<file path="src/rtl/pwm_apb_ctrl.sv">
`default_nettype none
// ============================================================================
// Module      : pwm_apb_ctrl
// Description : APB3 register block that configures and sequences a PWM core.
//               Software programs shadow registers (enables, prescaler,
//               period, per-channel duty). A CTRL write with UPD_REQ=1 arms
//               an update. The shadow set is then copied atomically to the
//               active outputs on the next PWM period boundary, or one cycle
//               later if every channel is currently disabled. Duty values are
//               clamped to the period as they are committed.
// Ports       : clk, rstn                  clock, async active-low reset
//               psel/penable/pwrite/paddr/ APB3 slave port, zero wait states
//               pwdata/prdata/pready/pslverr
//               period_end_i               period boundary pulse from core
//               enable_o, prescaler_o,     active configuration to core
//               pwm_period_o, duty_cycle_o
//               irq_o                      registered STATUS.DONE & IRQEN
// Revision    : 1.0 - initial release
// ============================================================================
module pwm_apb_ctrl #(
    parameter int NCH     = 3,
    parameter int PADDR_W = 8
) (
    input  logic                 clk,
    input  logic                 rstn,
    input  logic                 psel,
    input  logic                 penable,
    input  logic                 pwrite,
    input  logic [PADDR_W-1:0]   paddr,
    input  logic [31:0]          pwdata,
    output logic [31:0]          prdata,
    output logic                 pready,
    output logic                 pslverr,
    input  logic                 period_end_i,
    output logic [NCH-1:0]       enable_o,
    output logic [31:0]          prescaler_o,
    output logic [31:0]          pwm_period_o,
    output logic [NCH*32-1:0]    duty_cycle_o,
    output logic                 irq_o
);

    localparam int AW = PADDR_W - 2;

    // Word offsets of the register map (byte address >> 2)
    localparam logic [AW-1:0] c_word_ctrl   = AW'(0);
    localparam logic [AW-1:0] c_word_presc  = AW'(1);
    localparam logic [AW-1:0] c_word_period = AW'(2);
    localparam logic [AW-1:0] c_word_status = AW'(8);
    localparam logic [AW-1:0] c_word_irqen  = AW'(9);
    localparam int            c_duty_base   = 3;
    localparam int            c_upd_bit     = 8;

    typedef enum logic [0:0] {
        S_IDLE    = 1'b0,
        S_PENDING = 1'b1
    } state_t;

    state_t r_state;
    state_t w_state_nxt;

    // Shadow (software-visible) registers
    logic [NCH-1:0] r_sh_en;
    logic [31:0]    r_sh_presc;
    logic [31:0]    r_sh_period;
    logic [31:0]    r_sh_duty [NCH];

    // Status / interrupt
    logic           r_done;
    logic           r_irqen;
    logic           r_irq;

    // Active registers driving the core
    logic [NCH-1:0]     r_en;
    logic [31:0]        r_presc;
    logic [31:0]        r_period;
    logic [NCH*32-1:0]  r_duty;

    // Decode
    logic [AW-1:0]  w_word;
    logic           w_access;
    logic           w_wr;
    logic           w_hit_ctrl;
    logic           w_hit_presc;
    logic           w_hit_period;
    logic           w_hit_status;
    logic           w_hit_irqen;
    logic [NCH-1:0] w_duty_sel;
    logic           w_hit_duty;
    logic           w_mapped;
    logic           w_shadow_hit;
    logic           w_err;
    logic           w_wr_ok;
    logic           w_upd_req;
    logic           w_commit;
    logic [NCH*32-1:0] w_duty_clamp;
    logic [31:0]    w_duty_rd;
    logic           w_unused;

    assign w_word   = paddr[PADDR_W-1:2];
    assign w_access = psel & penable;
    assign w_wr     = w_access & pwrite;

    assign w_hit_ctrl   = (w_word == c_word_ctrl);
    assign w_hit_presc  = (w_word == c_word_presc);
    assign w_hit_period = (w_word == c_word_period);
    assign w_hit_status = (w_word == c_word_status);
    assign w_hit_irqen  = (w_word == c_word_irqen);

    generate
        for (genvar i = 0; i < NCH; i++) begin : g_duty_dec
            assign w_duty_sel[i] = (w_word == AW'(c_duty_base + i));
        end
    endgenerate

    assign w_hit_duty   = |w_duty_sel;
    assign w_mapped     = w_hit_ctrl | w_hit_presc | w_hit_period | w_hit_duty |
                          w_hit_status | w_hit_irqen;
    assign w_shadow_hit = w_hit_ctrl | w_hit_presc | w_hit_period | w_hit_duty;

    // Errors: unmapped access, shadow write while an update is armed, or an
    // update request against a zero period. STATUS/IRQEN never error.
    assign w_err = w_access & (
                       ~w_mapped
                     | (pwrite & w_shadow_hit & (r_state == S_PENDING))
                     | (pwrite & w_hit_ctrl & pwdata[c_upd_bit] & (r_sh_period == 32'd0)));

    assign w_wr_ok   = w_wr & ~w_err;
    assign w_upd_req = w_wr_ok & w_hit_ctrl & pwdata[c_upd_bit];

    assign pready  = 1'b1;
    assign pslverr = w_err;

    // ------------------------------------------------------------------
    // Sequencing FSM
    // ------------------------------------------------------------------
    always_ff @(posedge clk or negedge rstn) begin
        if (!rstn) begin
            r_state <= S_IDLE;
        end else begin
            r_state <= w_state_nxt;
        end
    end

    always_comb begin
        w_state_nxt = r_state;
        w_commit    = 1'b0;
        case (r_state)
            S_IDLE: begin
                if (w_upd_req) begin
                    w_state_nxt = S_PENDING;
                end
            end
            S_PENDING: begin
                // A stopped core never produces period_end_i, so commit at once.
                if (period_end_i || (r_en == '0)) begin
                    w_commit    = 1'b1;
                    w_state_nxt = S_IDLE;
                end
            end
            default: begin
                w_state_nxt = S_IDLE;
            end
        endcase
    end

    // ------------------------------------------------------------------
    // Shadow registers
    // ------------------------------------------------------------------
    always_ff @(posedge clk or negedge rstn) begin
        if (!rstn) begin
            r_sh_en     <= '0;
            r_sh_presc  <= '0;
            r_sh_period <= '0;
        end else if (w_wr_ok) begin
            if (w_hit_ctrl)   r_sh_en     <= pwdata[NCH-1:0];
            if (w_hit_presc)  r_sh_presc  <= pwdata;
            if (w_hit_period) r_sh_period <= pwdata;
        end
    end

    generate
        for (genvar i = 0; i < NCH; i++) begin : g_shadow_duty
            always_ff @(posedge clk or negedge rstn) begin
                if (!rstn) begin
                    r_sh_duty[i] <= '0;
                end else if (w_wr_ok && w_duty_sel[i]) begin
                    r_sh_duty[i] <= pwdata;
                end
            end

            // Clamp is applied only on the path into the active registers;
            // the shadow copy keeps whatever software wrote.
            assign w_duty_clamp[32*i +: 32] = (r_sh_duty[i] > r_sh_period) ?
                                              r_sh_period : r_sh_duty[i];
        end
    endgenerate

    // ------------------------------------------------------------------
    // Active registers: change only on a commit edge, all fields together
    // ------------------------------------------------------------------
    always_ff @(posedge clk or negedge rstn) begin
        if (!rstn) begin
            r_en     <= '0;
            r_presc  <= '0;
            r_period <= '0;
            r_duty   <= '0;
        end else if (w_commit) begin
            r_en     <= r_sh_en;
            r_presc  <= r_sh_presc;
            r_period <= r_sh_period;
            r_duty   <= w_duty_clamp;
        end
    end

    // ------------------------------------------------------------------
    // STATUS.DONE, IRQEN and interrupt
    // ------------------------------------------------------------------
    always_ff @(posedge clk or negedge rstn) begin
        if (!rstn) begin
            r_done  <= 1'b0;
            r_irqen <= 1'b0;
            r_irq   <= 1'b0;
        end else begin
            r_irq <= r_done & r_irqen;
            if (w_wr_ok && w_hit_irqen) begin
                r_irqen <= pwdata[0];
            end
            // A commit on the same edge as a W1C keeps DONE set.
            if (w_commit) begin
                r_done <= 1'b1;
            end else if (w_wr_ok && w_hit_status && pwdata[1]) begin
                r_done <= 1'b0;
            end
        end
    end

    // ------------------------------------------------------------------
    // Read mux
    // ------------------------------------------------------------------
    always_comb begin
        w_duty_rd = '0;
        for (int i = 0; i < NCH; i++) begin
            if (w_duty_sel[i]) begin
                w_duty_rd = w_duty_rd | r_sh_duty[i];
            end
        end
    end

    always_comb begin
        prdata = '0;
        if (w_hit_ctrl) begin
            prdata = 32'(r_sh_en);
        end else if (w_hit_presc) begin
            prdata = r_sh_presc;
        end else if (w_hit_period) begin
            prdata = r_sh_period;
        end else if (w_hit_duty) begin
            prdata = w_duty_rd;
        end else if (w_hit_status) begin
            prdata = {30'd0, r_done, (r_state == S_PENDING)};
        end else if (w_hit_irqen) begin
            prdata = {31'd0, r_irqen};
        end
    end

    assign enable_o     = r_en;
    assign prescaler_o  = r_presc;
    assign pwm_period_o = r_period;
    assign duty_cycle_o = r_duty;
    assign irq_o        = r_irq;

    // Byte-lane bits of paddr and upper CTRL data bits carry no function.
    assign w_unused = ^{paddr[1:0], pwdata};

endmodule
`default_nettype wire
</file>
<file path="config.mk">
export PLATFORM = sky130hd
export DESIGN_NAME = pwm_apb_ctrl
export DESIGN_NICKNAME = d
export VERILOG_FILES = /design/src/rtl/pwm_apb_ctrl.sv
export SDC_FILE = /design/constraint.sdc
export NUM_CORES = 1
export LEC_CHECK = 0
export CELL_PAD_IN_SITES_DETAIL_PLACEMENT = 0
export CELL_PAD_IN_SITES_GLOBAL_PLACEMENT = 1
export CORE_MARGIN = 2
export CORE_UTILIZATION = 43
export DETAILED_ROUTE_END_ITERATION = 10
export HOLD_SLACK_MARGIN = 0.02
export PLACE_DENSITY_LB_ADDON = 0.1
export SLEW_MARGIN = 15
export SYNTH_ARGS = -nofsm -noshare
export SYNTH_HDL_FRONTEND = slang
export SYNTH_SLANG_ARGS = --single-unit
</file>
<file path="constraint.sdc">
create_clock -name clk -period 2.6 [get_ports clk]
set_input_delay 0.26 -clock clk [delete_from_list [all_inputs] [get_ports clk]]
set_output_delay 0.26 -clock clk [all_outputs]
set_load 0.03 [all_outputs]
</file>
After elaboration in Yosys (flattened, before gate mapping). Cells that the tools add are included.

Equal/unequal tests: 7. Bitwise logic cells: 24. Magnitude comparators: 3. Reduce and logical (&&, ||, !) cells: 15. Muxes and demuxes: 19.

Operators with widths (count): 32-bit 2-to-1 mux (10); 32-bit greater-than comparator (3); 32-bit bitwise OR (2); 32-bit zero test (1); 1-bit bitwise AND (12); 6-bit by 2-bit == test with 1-bit output (second input constant) (2); 6-bit by 3-bit == test with 1-bit output (second input constant) (2); 6-bit by 4-bit == test with 1-bit output (second input constant) (2); 1-bit 2-to-1 mux (7); 1-bit bitwise OR (7); 6-bit by 1-bit == test with 1-bit output (second input constant) (1); 1-bit logical AND (6); 6-bit zero test (1); 2-bit AND reduction (3); 3-bit zero test (1); 1-bit inverter (3); 3-bit OR reduction (1); 2-bit 2-to-1 mux (1); 1-bit case mux with 2 select lines (1); 2-bit nonzero test (1); 1-bit logical OR (1).

Input port bits: 46. Bits in registers: 330. Output and inout bits: 198. Word-level logic and storage cells: 82.

Longest topological paths before layout. Gate-level depths: netlist (run 1).

Word-level depth: 16. Depth in mapped cells: 10. Depth with buffers taken out: 8.

Least setup slack after synthesis (run 1). Ideal clock, no wire load.

Path kind: reg2reg. From: register r_sh_period[19]. To: register r_duty[10] (netlist: duty_cycle_o[10]). Data required time: 2474 ps. Slack: 171 ps. Library setup time: 126 ps. Data arrival time: 2303 ps. Path buffers: 2. Stages on the path, launching flop included: 11. Period minus slack after synthesis: 2429 ps. Cell sequence: dfrtp_1 -> inv_1 -> ha_1 -> a41o_1 -> a21oi_1 -> o32ai_1 -> o31a_1 -> or2_1 -> clkbuf_1 -> buf_2 -> a221o_1.

Longest elaborated chain between the ends: 2.

RTL lines: start: declaration (line 64) `logic [31:0] r_sh_period;`; start signal: assignment (line 177) `if (w_hit_period) r_sh_period <= pwdata;`; 32-bit greater-than comparator (line 193) `assign w_duty_clamp[32*i +: 32] = (r_sh_duty[i] > r_sh_period) ?`; 32-bit 2-to-1 mux (line 193); end signal: assignment (line 211) `r_duty <= w_duty_clamp;`; end: declaration (line 76) `logic [NCH*32-1:0] r_duty;`.

No other way between the ends. A chain may end at the register's enable or synchronous reset.

Worst setup path after layout (run 1).
From: register r_sh_period[7]. To: register r_duty[27] (netlist: duty_cycle_o[27]).

The elaborated chain is that of the path after synthesis.

==> flow_summary.yaml, run 1 <==
power:
  p_switching_w: 0.003183
  powerDensity_nw_per_um2: 506.5
  intPower_w: 0.009426
  swShare_pct: 25.24
  vdd_drop_max_mv: 0.3535
  p_seq_share_pct: 41.2
  p_leak_nw: 12.12
  comb_power_share_pct: 12.2
  clkPwrFrac_pct: 46.6
  power_w: 0.01261
worst_setup_path:
  cpMaxStageDelayCell: "dfrtp_1"
  worstSetupStartpointType: "flop"
  path_cells: "buf_6 -> clkinvlp_4 -> ha_4 -> nand4_1 -> buf_4 -> a2111o_1 -> a31oi_2 -> buf_4 -> buf_12 -> buf_12 -> nor3_4 -> a221o_1"
  critPathMaxFanout: 5
  cp_top_family: "buffers and inverters"
  path_class: "reg2reg"
  crit_required_ps: 3040
  end_kind: "flop"
  slowest_delay_ps: 370
  path_buf_inv: 6
  cp_data_arrival_time_ps: 3220
  reg2reg_slack_ps: -180
cells_and_area:
  layout-area-overhead-vs-synth_pct: 47.19
  nNetsFinal: 2217
  stdcell_count: 2622
  fin_area_um2: 24890
  drive_gt1_share_pct: 28.37
  mostFrequentLayoutCell: "dfrtp_1"
  fill_cells: 3116
  n_antenna_cell: 0
  final_cell_mix: "dfrtp_1 (326), nand2_1 (225), clkdlybuf4s50_1 (200)"
floorplanning:
  die_area_um2: 40930
  core-area_um2: 38740
  die_h_um: 202.3
  ios: 244
  initial_core_util_pct: 43.66
  die_x_um: 202.3
  fp-row-count: 72
route:
  routed_wl_um: 64720
  num_vias: 15500
  vias_per_cell: 5.913
  postRouteAntennaNets: 0
  drc: 0
  wl_per_cell_um: 24.68
  drt-initial-drc-count: 1258
  dr.pass1.iters: 6
clock_tree:
  clk_pin_slew_ps: 60
  root_buffer: "clkbuf_16"
  cts_num_sinks: 330
  htreeDepth: 2
  numCtsBuffers: 39
  clkLatencyLatePin_ps: 560
  clockBufferDepth: 3
  cts_tree: "built"
yosys:
  synth_cells: 1632
  ys_ff_latch: 330
  async_flop_share_pct: 100.0
  synth_top_cell_by_area: "dfrtp_1"
  yosys_most_used_dff: "dfrtp_1"
  synthesis.area_um2: 16910
  synth-warning-count: 0
  synth_area_leaders: "dfrtp_1 (49%), ha_1 (7.1%), mux2_2 (6.9%), nand2_1 (5.0%), o21ai_0 (4.0%)"
  synth_edf_count: 0
  seq_area_frac_synth_pct: 48.83
  ys_types: 55
  syn-mean-instance-area_um2: 10.36
  syn_nets: 1774
  synth_top_area_share_pct: 48.83
place:
  place_hpwl_um: 44830
  place_congestion: 0.9390
  portBuffers: 240
  place_inst: 2472
  place_area_um2: 21690
  pre_cts_ws_ps: -469.8
grt:
  grt_max_degree: 66
  antenna_found_initial: 1
  grt_usage_pct: 30.93
  grt-ovfl-total: 0
  grt_pass1_wl_um: 96170
  grt_pass1_vias: 15410
sta:
  fmax_ghz: 0.3599
  drv_slew: 0
  max-slew-margin-rel_pct: 54.11
  period_needed_ps: 2779
  tightest_slew_ps: 681.2
  whs_ps: 197.7
  setup_viol: 64
  min_period_over_period_pct: 106.9
  skew_ps: 26.52
  rsz0062_at_grt: "true"
  fin_ws_ps: -178.7
  hold_violations: 0
worst_hold_path:
  hp-class: "in2async"
outcome:
  violations: "negative setup slack"
  status: "complete, but fails checks"
run:
  drv_cap: 0
## stage by stage
stage	util, %	TNS (ps)
final	64.26	-5504
after global routing	64.26	-14320
after CTS	62.81	-2701
after detailed placement	55.99	-56680
after global placement	55.99	-49630
after floorplan	-	0
## final timing paths
| kind | from | endpoint | cells past startpoint |
|---|---|---|---|
| hold / removal | rstn | duty_cycle_o[39] | 2 |
| setup / recovery | r_sh_period[7] | duty_cycle_o[27] | 12 |
| setup reg to reg | r_sh_period[7] | duty_cycle_o[27] | 12 |
| max in group asynchronous | rstn | r_sh_period[9] | 3 |
| hold reg to reg | pwm_period_o[15] | pwm_period_o[15] | 1 |
| min in group clk | paddr[2] | r_sh_presc[7] | 4 |
## metal layers
metal	part of all wire [%]	GRT usage [%]
met4	3.4	10.71
met5	0.020	0
met2	45	46.87
met1	44	44.47
met3	7.6	5.772
## kinds of logic (layout without fill, tap and decap cells)
group | after synthesis | count (layout) | synth area share [%]
adder cells (fa/ha/maj) | 96 | 96 | 7.102
other | 1 | 1 | 0.02217
multiplexers | 193 | 193 | 12.63
buffers and inverters | 150 | 621 | 3.854
flip-flops | 330 | 330 | 48.83
AO/OA/AOI/OAI | 327 | 327 | 12.68
AND/OR/NAND/NOR | 535 | 536 | 14.88
## state kept, by name, summed over array words and instances, names as in the netlist
name and count:
enable_o 3, r_sh_period 32, r_state 1, r_sh_presc 32
r_done 1, r_irqen 1, r_sh_en 3, r_sh_duty 96
irq_o 1, pwm_period_o 32, duty_cycle_o 96, prescaler_o 32
## repair_timing
action                     CTS  global route
hold buffers                 1             0
gates cloned                 6             6
hold endpoints to repair   223             0
setup endpoints to repair  258           152
pin swaps                   73            30
setup buffers               50            23
gates resized for setup    136            56
## power by group through the flow
stage	sequential, W	combinational [W]	clock [W]
after global placement	0.00528	0.00112	0
after global routing	0.00519	0.00160	0.00618
after floorplan	0.00530	0.000379	0
final	0.00519	0.00154	0.00588
after CTS	0.00519	0.00139	0.00597
after detailed placement	0.00528	0.00113	0
## synth_stat cells, drive strengths merged (3+ instances only)
cell     instances
nand3           73
nor2b            5
mux2i           30
mux2           163
o31a             3
and3             3
dfrtp          330
o31ai            5
ha              96
inv             40
a221oi          29
buf             29
o21ai          138
a21o            42
clkbuf          81
o211ai           3
nor2            73
a21oi           45
nor3            41
nand2          225
a221o           33
nand4           90
o21a             8
o2bb2ai          3
nor4            16
## layout make-up
type / instances / area (um2) / area share (%)
multi-input cells: 1153 / 8900 / 35.75
clock inverters: 13 / 200.2 / 0.8042
flip-flops and latches: 330 / 8263 / 33.19
clock buffers: 57 / 1176 / 4.725
well taps: 518 / 648.1 / 2.604
inverters: 40 / 166.4 / 0.6685
repair buffers: 511 / 5540 / 22.26
Power figures use the tool's default switching activity.
==> run 2: changes to the inputs <==
--- a/config.mk
+++ b/config.mk
@@ -9,6 +9,7 @@
 export CELL_PAD_IN_SITES_GLOBAL_PLACEMENT = 1
 export CORE_MARGIN = 2
 export CORE_UTILIZATION = 43
+export CTS_CLUSTER_SIZE = 16
 export DETAILED_ROUTE_END_ITERATION = 10
 export HOLD_SLACK_MARGIN = 0.02
 export PLACE_DENSITY_LB_ADDON = 0.1
==> run 2 against run 1 <==
Sequential power about the same. Worst hold slack worse by 5.5 ps. Core utilization unchanged. Register-to-register slack about the same. Critical path depth unchanged. Fmax about the same. Setup slack worse by 2.7 ps. Sequential share of layout area unchanged. The flow still finishes with violations (negative setup slack). Routed wire length about the same. Non-clock buffer count unchanged.
==> flow_summary.yaml, run 2 (synthesis results as in run 1) <==
power:
  p_leak_nw: 12.12
  vdd_drop_max_mv: 0.3544
  power_w: 0.01261
  powerDensity_nw_per_um2: 506.7
clock_tree:
  cts_tree: "built"
  clk_pin_slew_ps: 60
  clkLatencyLatePin_ps: 560
  clockBufferDepth: 3
  root_buffer: "clkbuf_16"
  htreeDepth: 2
  numCtsBuffers: 39
  cts_num_sinks: 330
route:
  drt-initial-drc-count: 1194
  dr_wl_met3_um: 5050
  dr.pass1.iters: 7
  postRouteAntennaNets: 0
  highest_layer: "met5"
  drt-met1-wl_um: 28310
  num_vias: 15440
  met2_length_um: 29130
  wl_per_cell_um: 24.69
  drc: 0
  routed_wl_um: 64740
  vias_per_cell: 5.890
worst_setup_path:
  worstSetupStartpointType: "flop"
  cpMaxStageDelayCell: "dfrtp_1"
  critPathMaxFanout: 5
  reg2reg_slack_ps: -180
  path_cells: "buf_6 -> clkinvlp_4 -> ha_4 -> nand4_1 -> buf_4 -> a2111o_1 -> a31oi_2 -> buf_4 -> buf_12 -> buf_12 -> nor3_4 -> a221o_1"
  r2r_start: "r_sh_period[7]"
  cp_top_family: "buffers and inverters"
  cp_data_arrival_time_ps: 3220
  reg2reg_to: "duty_cycle_o[27]"
  slowest_delay_ps: 370
  path_class: "reg2reg"
  end_kind: "flop"
  crit_required_ps: 3040
  path_buf_inv: 6
  r2r_cells: 12
  cp.depth: 12
sta:
  rsz0062_at_grt: "true"
  fin_ws_ps: -181.3
  fmax_ghz: 0.3595
  skew_ps: 24.49
  fin_tns_setup_ps: -5473
  period_needed_ps: 2781
  drv_slew: 0
  tightest_slew_ps: 663.1
  hold_violations: 0
  setup_viol: 62
  min_period_over_period_pct: 107.0
  max-slew-margin-rel_pct: 55.33
floorplanning:
  ios: 244
  initial_core_util_pct: 43.66
  core-area_um2: 38740
  die_area_um2: 40930
  die_x_um: 202.3
  die_h_um: 202.3
  fp-row-count: 72
place:
  portBuffers: 240
  place_congestion: 0.9390
  place_hpwl_um: 44830
  place_inst: 2472
  pre_cts_ws_ps: -469.8
run:
  drv_cap: 0
cells_and_area:
  fill_cells: 3116
  layout-area-overhead-vs-synth_pct: 47.19
  post-route-util_pct: 64.26
  mostFrequentLayoutCell: "dfrtp_1"
  drive_gt1_share_pct: 28.37
  n_antenna_cell: 0
  stdcell_count: 2622
  final_cell_mix: "dfrtp_1 (326), nand2_1 (225), clkdlybuf4s50_1 (200)"
  nNetsFinal: 2217
grt:
  grt_usage_pct: 30.93
  antenna_found_initial: 1
  grt_pass1_vias: 15410
  grt-ovfl-total: 0
  grt_pass1_wl_um: 96170
  grt_max_degree: 66
outcome:
  violations: "negative setup slack"
  status: "complete, but fails checks"
worst_hold_path:
  hp-class: "in2async"
run 2: cell counts in the layout (fill, tap and decap cells not counted):
No cell type changed its count.
run 2: report_power, final:
part / leakage [nW] / internal (W) / switching, W
combinational: 6.86 / 0.000629 / 0.000909
sequential: 4.59 / 0.00517 / 0.0000289
clock: 0.665 / 0.00363 / 0.00225
run 2: what timing repair did:
item	CTS	global route
gates resized for setup	136	56
cloned	6	6
buffers inserted	50	23
pin swaps	73	30
hold buffers	1	0
endpoints found under the setup margin	258	152
endpoints found under the hold margin	223	0
run 2: cell type report:
class	count	area, um2	share of cell area, %
inverter	40	166.4	0.6685
clock inverter	13	200.2	0.8042
tap	518	648.1	2.604
timing repair buffer	511	5540	22.26
sequential	330	8263	33.19
multi-input combinational	1153	8900	35.75
clock buffer	57	1176	4.725
run 2: how the worst max path moves through the flow:
stage | from | endpoint | slack (ps)
after floorplan | r_sh_period[19] | duty_cycle_o[10] | 170
after global placement | pwrite | r_sh_presc[17] | -410
after detailed placement | pwrite | r_sh_presc[17] | -470
after CTS | r_sh_period[2] | duty_cycle_o[22] | -120
after global routing | r_sh_period[7] | duty_cycle_o[22] | -260
final | r_sh_period[7] | duty_cycle_o[27] | -180
run 2: through the flow:
step	instance area [um2]	hold slack (ps)
2_1_floorplan	16910	-35.59
3_3_place_gp	21690	184.8
3_5_place_dp	21690	182.6
4_1_cts	24330	194.8
5_1_grt	24890	220.9
6_report	24890	192.2
run 2: routing by layer:
layer | global-route usage [%] | up-vias
met5 | 0 | -
met4 | 10.71 | 2
met3 | 5.772 | 132
met2 | 46.87 | 654
met1 | 44.47 | 7775
li1 | - | 6880
==> run 3: changes to the inputs <==
--- a/config.mk
+++ b/config.mk
@@ -8,7 +8,8 @@
 export CELL_PAD_IN_SITES_DETAIL_PLACEMENT = 0
 export CELL_PAD_IN_SITES_GLOBAL_PLACEMENT = 1
 export CORE_MARGIN = 2
-export CORE_UTILIZATION = 43
+export CORE_UTILIZATION = 44
+export CTS_BUF_LIST = sky130_fd_sc_hd__clkbuf_2
 export CTS_CLUSTER_SIZE = 16
 export DETAILED_ROUTE_END_ITERATION = 10
 export HOLD_SLACK_MARGIN = 0.02
==> run 3 against run 2 <==
The flow still finishes with violations (negative setup slack). Critical path depth is 1 higher. Non-clock buffer count is 74 higher. Via count is 5.9% higher. Clock power is 34% lower. Clock-buffer cell count is 76 higher. Core utilization is 4.3 points higher. Sequential cell count stayed put. Design area is 4.0% higher. Power is 13% lower. Largest power group is now registers.
==> flow_summary.yaml, run 3 (synthesis results as in run 1) <==
route:
  vias_per_cell: 5.889
  drt-met1-wl_um: 30100
  drt-initial-drc-count: 1313
  met2_length_um: 30890
  routed_wl_um: 70010
  dr_wl_met3_um: 6064
  num_vias: 16350
  wl_per_cell_um: 25.22
  drc: 0
  dr.pass1.iters: 5
  highest_layer: "met5"
  postRouteAntennaNets: 0
sta:
  period_needed_ps: 3035
  fmax_ghz: 0.3295
  min_period_over_period_pct: 116.7
  fin_ws_ps: -434.6
  skew_ps: 53.74
  hold_violations: 0
  rsz0062_at_grt: "true"
  max-slew-margin-rel_pct: 54.85
  drv_slew: 0
  tightest_slew_ps: 674.8
  setup_viol: 279
  fin_tns_setup_ps: -64380
power:
  comb_power_share_pct: 17.4
  intPower_w: 0.007563
  vdd_drop_max_mv: 0.2753
  clkPwrFrac_pct: 35.3
  swShare_pct: 30.93
  p_seq_share_pct: 47.4
  p_leak_nw: 12.60
  p_switching_w: 0.003387
  powerDensity_nw_per_um2: 422.8
worst_hold_path:
  hold_end: "r_sh_period[2]"
  hp-class: "in2reg"
  worstHoldStart: "pwdata[2]"
  whs_path_depth: 2
grt:
  grt_usage_pct: 35.21
  grt_pass1_wl_um: 103800
  grt_pass1_vias: 16640
  grt_max_degree: 75
  grt-ovfl-total: 0
  antenna_found_initial: 4
cells_and_area:
  mostFrequentLayoutCell: "dfrtp_1"
  final_cell_mix: "dfrtp_1 (323), nand2_1 (223), clkdlybuf4s50_1 (203)"
  layout-area-overhead-vs-synth_pct: 53.12
  drive_gt1_share_pct: 36.72
  nNetsFinal: 2340
  stdcell_count: 2776
  fin_area_um2: 25900
floorplanning:
  die_x_um: 200.1
  ios: 244
  core-area_um2: 37760
  die_h_um: 200.1
  die_area_um2: 40020
  initial_core_util_pct: 44.80
  fp-row-count: 71
place:
  place_congestion: 0.9103
  place_area_um2: 21900
  place_hpwl_um: 45300
  place_inst: 2491
  portBuffers: 240
worst_setup_path:
  r2r_cells: 13
  crit_required_ps: 3470
  path_class: "reg2reg"
  crit_path_start: "r_sh_period[6]"
  reg2reg_slack_ps: -430
  critPathMaxFanout: 5
  r2r_start: "r_sh_period[6]"
  end_kind: "flop"
  worstSetupStartpointType: "flop"
  cp_data_arrival_time_ps: 3910
  reg2reg_to: "duty_cycle_o[19]"
run:
  drv_cap: 0
clock_tree:
  root_buffer: "clkbuf_2"
  clkLatencyLatePin_ps: 1040
  cts_tree: "built"
  htreeDepth: 3
  cts_num_sinks: 330
  numCtsBuffers: 89
  clk_pin_slew_ps: 110
  clockBufferDepth: 3
outcome:
  status: "complete, but fails checks"
  violations: "negative setup slack"
run 3: changes by cell type in the layout (fill, tap and decap cells not counted), moves of 16 or more:
cell / change
buf_4: -18
mux2_2: -19
nor2_1: -20
clkbuf_2: +133
o21ai_1: +27
nor2_2: +18
o21ai_2: +45
mux2_1: -53
dlygate4sd3_1: +25
o21ai_0: -72
clkinv_1: +16
mux2_4: +72
buf_6: +36
clkbuf_16: -42
run 3: worst max path at each step:
stage | endpoint | slack [ps] | depth (start not counted)
2_1_floorplan | duty_cycle_o[10] | 170 | 10
3_5_place_dp | duty_cycle_o[30] | -470 | 11
4_1_cts | pslverr | -550 | 8
5_1_grt | pslverr | -590 | 8
6_report | duty_cycle_o[19] | -430 | 13
3_3_place_gp | r_sh_presc[13] | -560 | 8
run 3: metrics by stage:
stage | worst slack (ps) | total power (W) | util (%) | hold slack (ps)
global placement | -560.0 | 0.006438 | 57.95 | 215.8
finish | -434.6 | 0.01095 | 68.59 | 116.1
CTS | -551.7 | 0.01088 | 66.68 | 22.38
floorplan | 170.5 | 0.005674 | - | -35.59
global route | -592.4 | 0.01137 | 68.58 | 61.75
detailed placement | -471.9 | 0.006444 | 58.00 | 216.1
run 3: power groups by stage:
stage / clock network [W] / registers, W / logic [W]
finish: 0.00386 / 0.00519 / 0.00190
floorplan: 0 / 0.00530 / 0.000379
global route: 0.00422 / 0.00519 / 0.00197
detailed placement: 0 / 0.00528 / 0.00116
global placement: 0 / 0.00528 / 0.00115
CTS: 0.00393 / 0.00518 / 0.00176
run 3: critical path: stages, from the launching register on:
cell	delay [ps]
dfrtp_2	440
buf_4	130
buf_6	100
clkinvlp_4	100
ha_4	280
nand4_1	190
o41ai_2	430
a31oi_2	70
buf_6	150
buf_12	120
or2_4	290
buf_12	160
buf_12	150
a221o_1	320
run 3: metal layers:
layer  vias to the layer above  track usage, %
li1                       7195               -
met1                      8178           49.40
met2                       789           52.84
met3                       181           7.644
met4                         4           14.71
met5                         -               0
run 3: layout make-up:
| cell class | instances | area (um2) |
|---|---|---|
| Timing Repair Buffer | 585 | 6746 |
| Multi-Input combinational cell | 1152 | 9265 |
| Clock inverter | 23 | 145.1 |
| Inverter | 40 | 162.7 |
| Tap cell | 511 | 639.4 |
| Clock buffer | 133 | 665.6 |
| Fill cell | 2959 | 11860 |
| Sequential cell | 330 | 8267 |
| Antenna cell | 2 | 5.005 |
run 3: what timing repair did:
action	CTS	global route
resized for setup	301	164
pin swaps	134	77
endpoints found under the hold margin	434	0
hold buffers	27	0
endpoints found under the setup margin	276	291
buffers inserted	61	27
cloned	26	5
